**config.mk**
```make
export PLATFORM = sky130hd
export DESIGN_NAME = mem_arbiter
export DESIGN_NICKNAME = d
export VERILOG_FILES = /design/src/rtl/mem_arb_pkg.sv /design/src/rtl/mem_arbiter.sv
export SDC_FILE = /design/constraint.sdc
export NUM_CORES = 1
export LEC_CHECK = 0
export ABC_AREA = 1
export BUFFER_PORTS_ARGS = -buffer_cell sky130_fd_sc_hd__buf_2
export CAP_MARGIN = 30
export CORE_AREA = 2 2 117 119
export CTS_BUF_LIST = sky130_fd_sc_hd__clkbuf_4 sky130_fd_sc_hd__clkbuf_8
export DETAILED_ROUTE_END_ITERATION = 10
export DIE_AREA = 0 0 119 121
export PLACE_DENSITY = 0.52
export SLEW_MARGIN = 5
export SYNTH_ARGS = -nofsm -noshare
export SYNTH_HDL_FRONTEND = slang
export SYNTH_SLANG_ARGS = --single-unit
export TNS_END_PERCENT = 20
```
**constraint.sdc**
```tcl
create_clock -name clk -period 3.3 [get_ports clk]
set_clock_uncertainty 0.15 [all_clocks]
set_input_delay 0.66 -clock clk [delete_from_list [all_inputs] [get_ports clk]]
set_output_delay 0.66 -clock clk [all_outputs]
set_load 0.01 [all_outputs]
```
**src/rtl/mem_arb_pkg.sv**
```systemverilog
// Shared types and master indices for the instruction/data memory arbiter.
package mem_arb_pkg;

  typedef enum logic [1:0] {
    RR     = 2'd0,
    LOCKED = 2'd1,
    FORCE  = 2'd2
  } arb_state_t;

  localparam int unsigned M_CORE   = 0;
  localparam int unsigned M_LOADER = 1;

endpackage : mem_arb_pkg

```
**src/rtl/mem_arbiter.sv**
```systemverilog
// Round-robin arbiter sharing one single-ported, one-cycle-latency memory
// between the core (master 0) and the loader/DMA (master 1), with a bounded
// bus lock for master 1 bursts.
module mem_arbiter
  import mem_arb_pkg::*;
#(
  parameter int unsigned AW       = 32,
  parameter int unsigned DW       = 32,
  parameter int unsigned LOCK_MAX = 16
) (
  input  logic          clk,
  input  logic          rst,
  input  logic          m0_req,
  input  logic          m0_we,
  input  logic [AW-1:0] m0_adr,
  input  logic [DW-1:0] m0_wdata,
  input  logic          m1_req,
  input  logic          m1_we,
  input  logic [AW-1:0] m1_adr,
  input  logic [DW-1:0] m1_wdata,
  input  logic          m1_lock,
  output logic          m0_gnt,
  output logic          m1_gnt,
  output logic          m0_rvalid,
  output logic          m1_rvalid,
  output logic [DW-1:0] m0_rdata,
  output logic [DW-1:0] m1_rdata,
  output logic [AW-1:0] mem_adr,
  output logic [DW-1:0] mem_wdata,
  output logic          mem_we,
  input  logic [DW-1:0] mem_rdata
);

  localparam int unsigned CW = $clog2(LOCK_MAX + 1);

  arb_state_t    state;
  logic          last;
  logic [CW-1:0] lock_cnt;
  logic [1:0]    rd_owner;

  logic          g0;
  logic          g1;
  logic          cnt_max;

  assign cnt_max = (lock_cnt == CW'(LOCK_MAX));

  // Grant selection; once the lock budget is spent and the core waits,
  // master 1 is held off so the core gets the next slot.
  always_comb begin
    g0 = 1'b0;
    g1 = 1'b0;
    case (state)
      RR: begin
        if (m0_req && m1_req) begin
          if (last == 1'(M_LOADER)) g0 = 1'b1;
          else                      g1 = 1'b1;
        end else begin
          g0 = m0_req;
          g1 = m1_req;
        end
      end
      LOCKED: g1 = m1_req && !(cnt_max && m0_req);
      FORCE:  g0 = m0_req;
      default: begin
        g0 = 1'b0;
        g1 = 1'b0;
      end
    endcase
    if (rst) begin
      g0 = 1'b0;
      g1 = 1'b0;
    end
  end

  // Memory port mux; with no grant the core's address/data are presented.
  always_comb begin
    mem_adr   = g1 ? m1_adr : m0_adr;
    mem_wdata = g1 ? m1_wdata : m0_wdata;
    mem_we    = (g0 && m0_we) || (g1 && m1_we);
  end

  // Arbitration state, round-robin pointer, lock budget and read ownership.
  always_ff @(posedge clk or posedge rst) begin
    if (rst) begin
      state    <= RR;
      last     <= 1'(M_LOADER);
      lock_cnt <= '0;
      rd_owner <= '0;
    end else begin
      if (g0)      last <= 1'(M_CORE);
      else if (g1) last <= 1'(M_LOADER);

      rd_owner[M_CORE]   <= g0 && !m0_we;
      rd_owner[M_LOADER] <= g1 && !m1_we;

      case (state)
        RR: begin
          if (g1 && m1_lock) begin
            state    <= LOCKED;
            lock_cnt <= CW'(1);
          end
        end
        LOCKED: begin
          if (cnt_max && m0_req) begin
            state <= FORCE;
          end else if (!m1_lock) begin
            state    <= RR;
            lock_cnt <= '0;
          end else if (g1 && !cnt_max) begin
            lock_cnt <= lock_cnt + CW'(1);
          end
        end
        FORCE: begin
          state    <= RR;
          last     <= 1'(M_CORE);
          lock_cnt <= '0;
        end
        default: begin
          state    <= RR;
          lock_cnt <= '0;
        end
      endcase
    end
  end

  assign m0_gnt    = g0;
  assign m1_gnt    = g1;
  assign m0_rvalid = rd_owner[M_CORE];
  assign m1_rvalid = rd_owner[M_LOADER];
  assign m0_rdata  = mem_rdata;
  assign m1_rdata  = mem_rdata;

endmodule : mem_arbiter

```
==> metrics.md, run 1 <==
| Metric | Value |
|---|---|
| Metal1 wirelength | `3180 um` |
| Drt total wl | `7400 um` |
| Via count | `2419` |
| Via density | `3.67` |
| Fill cells | `1545` |
| YS warnings | `0` |
| Worst Path Buf+Inv | `5` |
| Actual slew at the worst max-slew pin | `300 ps` |
| Hpwl dp | `6070 um` |
| Synth top area cells | `nand2_1 (41%), buf_4 (27%), dfrtp_1 (12%)` |
| Slowest cell on crit path | `dfrtp_1` |
| Worst endpoint data arrival time | `2080 ps` |
| Core area | `0.0131 mm2` |
| Syn-to-layout area delta | `39.6%` |
| IO Pins | `300` |
| Rows | `42` |
| Final net count | `653` |
| Post-Synthesis Cell Area | `0.00192 mm2` |
| Seq cells post-synth | `10` |
| TritonRoute pass-1 iters | `4` |
| Drt first-iter violations | `77` |
| DRC | `0` |
| Wire length on met2 | `3260 um` |
| Max Cap Viol | `0` |
| Number of cells in the finished layout apart from fillers | `659` |
| Initial antenna violation count | `0` |
| Endpoints failing setup | `0` |
| Cells resized by post-CTS repair | `0` |
| Worst R2R Start | `lock_cnt[0]` |
| Register area share after synthesis | `13.1%` |
| Post-synth top area share | `41.1%` |
| Post-synthesis cell type count | `22` |
| Crit-path max FO | `36` |
| Cell taking the most area after synthesis | `nand2_1` |
| PwrDens | `400 mW/mm2` |
| Antenna Cells | `0` |
| Slew headroom | `80.0%` |
| Setup Fix Bufs, Post-CTS | `0` |
| Total power | `1.07 mW` |
| Min cycle time layout | `2890 ps` |
| Vias in the first global route | `2201` |
| Min-Delay Path Class | `in2async` |
| # H-tree levels | `1` |
| Crit path max-delay family | `buffers and inverters` |
| Synthesized instance count | `349` |
| Die H | `121 um` |
| WP data required | `2490 ps` |
| Clock sinks | `10` |
| Max clock buf depth | `2` |
| RD Place Congestion | `0.785` |
| CP cell instances | `inv_1, ha_1, nand2_1, inv_1, nand3_2, nand2_2, nand2_2, nand2_2, inv_2, buf_12, nand2_1, nand2_1, buf_2` |
| Maximum clock rate | `347 MHz` |
| Avg Cell Area, Syn | `5.50 um2` |
| CTS Buf Count | `3` |
| Commonest non-fill, non-tap cell in the layout | `nand2_1` |
| Sequential Area | `251 um2` |
| Post-CTS Hold Buffers | `0` |
| Endpoints failing hold | `0` |
| Die Width | `119 um` |
| Worst-Skew Late Latency | `240 ps` |
| Worst VDD drop | `181 uV` |
| Setup TNS | `0 ps` |
| Worst setup EP type | `primary output` |
| Status | `finished clean` |
| Mapped Nets | `518` |
| Final hold slack | `278 ps` |
| Overflow after GRT | `0` |
| Period utilization | `87.4%` |
| Worst Setup Path Type | `reg2out` |
| Clock transition at path regs | `50 ps` |
| Routed Antenna Nets | `0` |
| Crit start category | `register` |
| PortBufs | `203` |
| CTS tree | `done` |
| Die area | `0.0144 mm2` |
| Final core utilization | `20.5%` |
| Critical path origin | `lock_cnt[0]` |
| Most frequent cells in the layout | `nand2_1 (210), buf_2 (203), nor2_1 (12)` |
| Leak Pwr | `1.74 nW` |
| Global-route usage over all layers | `9.34%` |
| Highest routed layer | `met4` |
| Wire per inst | `11.2 um` |
| Met3 WL | `788 um` |
| Placed Cells | `655` |
| Slowest stage delay, CP | `390 ps` |
| Starting density of the core | `14.7%` |
| Max-slew violation count | `0` |
| Largest net degree at the start of global routing | `66` |
| Clock root buffer | `clkbuf_8` |
| First-pass GRT wire length | `10900 um` |
| Unrepaired setup endpoints after global routing | `no` |
| Multi-input logic area | `0.00103 mm2` |
| Fraction of layout instances using a drive strength above 1 | `45.8%` |
## sequential cells by signal, indices dropped and copies added, names as in the netlist
register and count:
rd_owner 2, last 1, lock_cnt 5, state 2
## path summary, 6_finish.rpt
| check | to | slack [ps] | depth (start not counted) |
|---|---|---|---|
| max in group asynchronous | last | 2500 | 3 |
| hold / removal | lock_cnt[3] | 280 | 3 |
| hold reg to reg | lock_cnt[4] | 380 | 2 |
| min in group clk | lock_cnt[4] | 380 | 2 |
| setup / recovery | mem_adr[19] | 410 | 13 |
| setup reg to reg | lock_cnt[4] | 1460 | 12 |
## stage by stage
step	setup WS (ps)	cell area (um2)
2_1_floorplan	955	1920
3_3_place_gp	550	2620
3_5_place_dp	547	2620
4_1_cts	347	2680
5_1_grt	137	2680
6_report	414	2680
## cell usage after synthesis (all sizes together)
| cell type | n |
|---|---|
| a21oi | 1 |
| a22o | 1 |
| buf | 78 |
| dfrtp | 9 |
| dfstp | 1 |
| ha | 2 |
| inv | 11 |
| nand2 | 213 |
| nand3 | 8 |
| nand4 | 5 |
| nor2 | 14 |
| nor3 | 1 |
| o22ai | 1 |
| o2bb2ai | 1 |
| xnor2 | 1 |
| xor2 | 2 |
## cell type report
class	count	area share, %
sequential	10	9.39
inverter	11	1.54
tap	176	8.22
clock buffer	4	2.06
multi-input combinational	250	38.5
timing repair buffer	208	40.3
## metal layers
metal  track usage [%]  up-vias
li1                  -     1256
met1              11.8      978
met2              15.0      158
met3              3.24       27
met4              2.60        0
met5                 0        -
## logic make-up (layout without fill, tap and decap cells)
group | Yosys count | in the layout | share of synthesized area, %
and+or+nand+nor | 241 | 241 | 49.6
buffers and inverters | 89 | 223 | 33.1
DFF | 10 | 10 | 13.1
AOI/OAI and AO/OA | 4 | 4 | 1.50
xor gates and xnor gates | 3 | 3 | 1.37
adders and majority gates | 2 | 2 | 1.30
## worst reg2reg max path: stages (launching register included)
cell and delay, ps:
dfrtp_1 390, inv_1 80, ha_1 190, nand2_1 60, inv_1 60, nand3_2 70, nand2_2 60, nand2_2 80
nand3_1 70, nand2_1 220, nand3_2 160, nand2_1 90, nand2_1 50
## report_power, final
group	switching, mW	internal [mW]	total [mW]
Combinational	0.433	0.296	0.730
Clock	0.0515	0.105	0.157
Sequential	0.0277	0.156	0.184
Total	0.512	0.558	1.07
(Power assumes the default switching activity.)
==> run 2: changes to the inputs <==
--- a/config.mk
+++ b/config.mk
@@ -6,13 +6,15 @@
 export NUM_CORES = 1
 export LEC_CHECK = 0
 export ABC_AREA = 1
+export ABC_CLOCK_PERIOD_IN_PS = 3300
 export BUFFER_PORTS_ARGS = -buffer_cell sky130_fd_sc_hd__buf_2
 export CAP_MARGIN = 30
-export CORE_AREA = 2 2 117 119
-export CTS_BUF_LIST = sky130_fd_sc_hd__clkbuf_4 sky130_fd_sc_hd__clkbuf_8
+export CELL_PAD_IN_SITES_DETAIL_PLACEMENT = 0
+export CELL_PAD_IN_SITES_GLOBAL_PLACEMENT = 2
+export CORE_MARGIN = 2
+export CORE_UTILIZATION = 12
 export DETAILED_ROUTE_END_ITERATION = 10
-export DIE_AREA = 0 0 119 121
-export PLACE_DENSITY = 0.52
+export PLACE_DENSITY = 0.94
 export SLEW_MARGIN = 5
 export SYNTH_ARGS = -nofsm -noshare
 export SYNTH_HDL_FRONTEND = slang
==> run 2 against run 1 <==
- core utilization shrank 3.1 points
- sequential power is essentially flat
- power grew 6.8%
- cell area up 2.3%
- combinational power down 3%
- cell count grew 6.2%
- setup slack worse by 63 ps
- fmax down 2.1%
- sequential cell count stayed put
- register-to-register slack got worse by 130 ps
- global-route usage fell by 1.8 points
- via count unchanged
- critical endpoint is now mem_adr[4]
- highest routed layer is now met5
==> metrics.md, run 2 (synthesis results as in run 1) <==
| Metric | Value |
|---|---|
| Die area | `0.0170 mm2` |
| Final core utilization | `17.4%` |
| Drt first-iter violations | `90` |
| Overflow after GRT | `0` |
| DRC | `0` |
| Period utilization | `89.3%` |
| PortBufs | `203` |
| Clock sinks | `10` |
| Post-route design area | `0.00274 mm2` |
| Clock transition at path regs | `40 ps` |
| Status | `finished clean` |
| Drt total wl | `7390 um` |
| Most frequent cells in the layout | `nand2_1 (210), buf_2 (203), nor2_1 (12)` |
| Top Registers | `lock_cnt x5, rd_owner x2, state x2` |
| Rows | `46` |
| Vias in the first global route | `2011` |
| Initial antenna violation count | `2` |
| Starting density of the core | `12.2%` |
| Worst setup margin | `352 ps` |
| Crit-path max FO | `32` |
| Largest net degree at the start of global routing | `35` |
| Hpwl dp | `6200 um` |
| Min-Delay Path Class | `in2async` |
| Crit start category | `register` |
| Die Width | `130 um` |
| Placed Cells | `695` |
| Slew headroom | `75.8%` |
| Via density | `3.46` |
| First-pass GRT wire length | `9920 um` |
| Fill cells | `1884` |
| DP Area | `0.00265 mm2` |
| Fraction of layout instances using a drive strength above 1 | `45.8%` |
| Endpoints failing setup | `0` |
| Global-route usage over all layers | `7.51%` |
| Post-CTS Hold Buffers | `0` |
| Biggest register | `lock_cnt` |
| Clock root buffer | `clkbuf_16` |
| Leak Pwr | `1.74 nW` |
| Unrepaired setup endpoints after global routing | `no` |
| CTS Buf Count | `3` |
| # H-tree levels | `1` |
| Max clock buf depth | `2` |
| Number of cells in the finished layout apart from fillers | `700` |
| Cells resized by post-CTS repair | `0` |
| Setup TNS | `0 ps` |
| Final net count | `653` |
| Min cycle time layout | `2950 ps` |
| TritonRoute pass-1 iters | `4` |
| Routed Antenna Nets | `0` |
| Wire per inst | `10.6 um` |
| Pre-CTS setup slack | `574 ps` |
| Worst Setup Path Type | `reg2out` |
| Worst endpoint data arrival time | `2140 ps` |
| Max Cap Viol | `0` |
| Worst R2R Start | `lock_cnt[0]` |
| CTS tree | `done` |
| RD Place Congestion | `0.737` |
| Commonest non-fill, non-tap cell in the layout | `nand2_1` |
| Core area | `0.0158 mm2` |
| PwrDens | `417 mW/mm2` |
| Endpoints failing hold | `0` |
| WP data required | `2490 ps` |
| Critical path origin | `lock_cnt[0]` |
| Max FFs per register | `5` |
| Actual slew at the worst max-slew pin | `363 ps` |
| Worst-Skew Late Latency | `240 ps` |
| Maximum clock rate | `339 MHz` |
| IO Pins | `300` |
| Setup Fix Bufs, Post-CTS | `0` |
| Worst VDD drop | `160 uV` |
| Die H | `130 um` |
| Max-slew violation count | `0` |
| Worst setup EP type | `primary output` |
| Via count | `2419` |
| Syn-to-layout area delta | `42.8%` |
[run 2: changes by cell type in the layout (fill, tap and decap cells not counted)]
cell	before	now
clkbuf_8	4	1
diode_2	0	1
buf_12	2	0
clkbuf_16	0	3
buf_4	3	5
[run 2: worst paths after layout]
path	slack, ps	depth (start not counted)	to
worst max-delay path	350	12	mem_adr[4]
worst min register to register	380	2	lock_cnt[1]
worst min-delay path	300	3	state[0]
max in group asynchronous	2480	3	last
worst max register to register	1330	12	last
min in group clk	380	2	lock_cnt[1]
[run 2: final cells by class]
class,count,area (um2),share of cell area (%)
timing repair buffer,208,1050,38.5
multi-input combinational,250,1030,37.6
tap,216,270,9.87
sequential,10,251,9.18
clock buffer,4,88.8,3.24
inverter,11,41.3,1.51
antenna,1,2.50,0.0914
[run 2: metrics by stage]
step                hold WS, ps  power (mW)
finish                      300        1.14
CTS                         306        1.16
global route                340        1.26
detailed placement          377       0.905
floorplan                   333       0.710
global placement            366       0.908
[run 2: routing by layer]
metal	vias up	part of all wire (%)	wire, um	global-route usage (%)
met1	967	42	3090	8.60
li1	1258	-	-	-
met3	17	13	949	3.99
met5	-	0.18	13	0
met2	175	43	3210	12.1
met4	2	1.7	122	2.38
[run 2: critical path, cell delays in order (launching register included)]
cell and delay (ps):
dfrtp_1 400, inv_1 90, ha_1 140, nand2_1 40
inv_1 90, nand3_2 90, nand2_2 80, nand2_2 70
nand2_2 140, buf_4 350, nand2_1 160, nand2_1 100
buf_2 130
[run 2: report_power, final]
part / total (mW) / switching (mW) / internal (mW)
registers: 0.185 / 0.0280 / 0.157
logic: 0.711 / 0.426 / 0.285
clock network: 0.247 / 0.0643 / 0.183
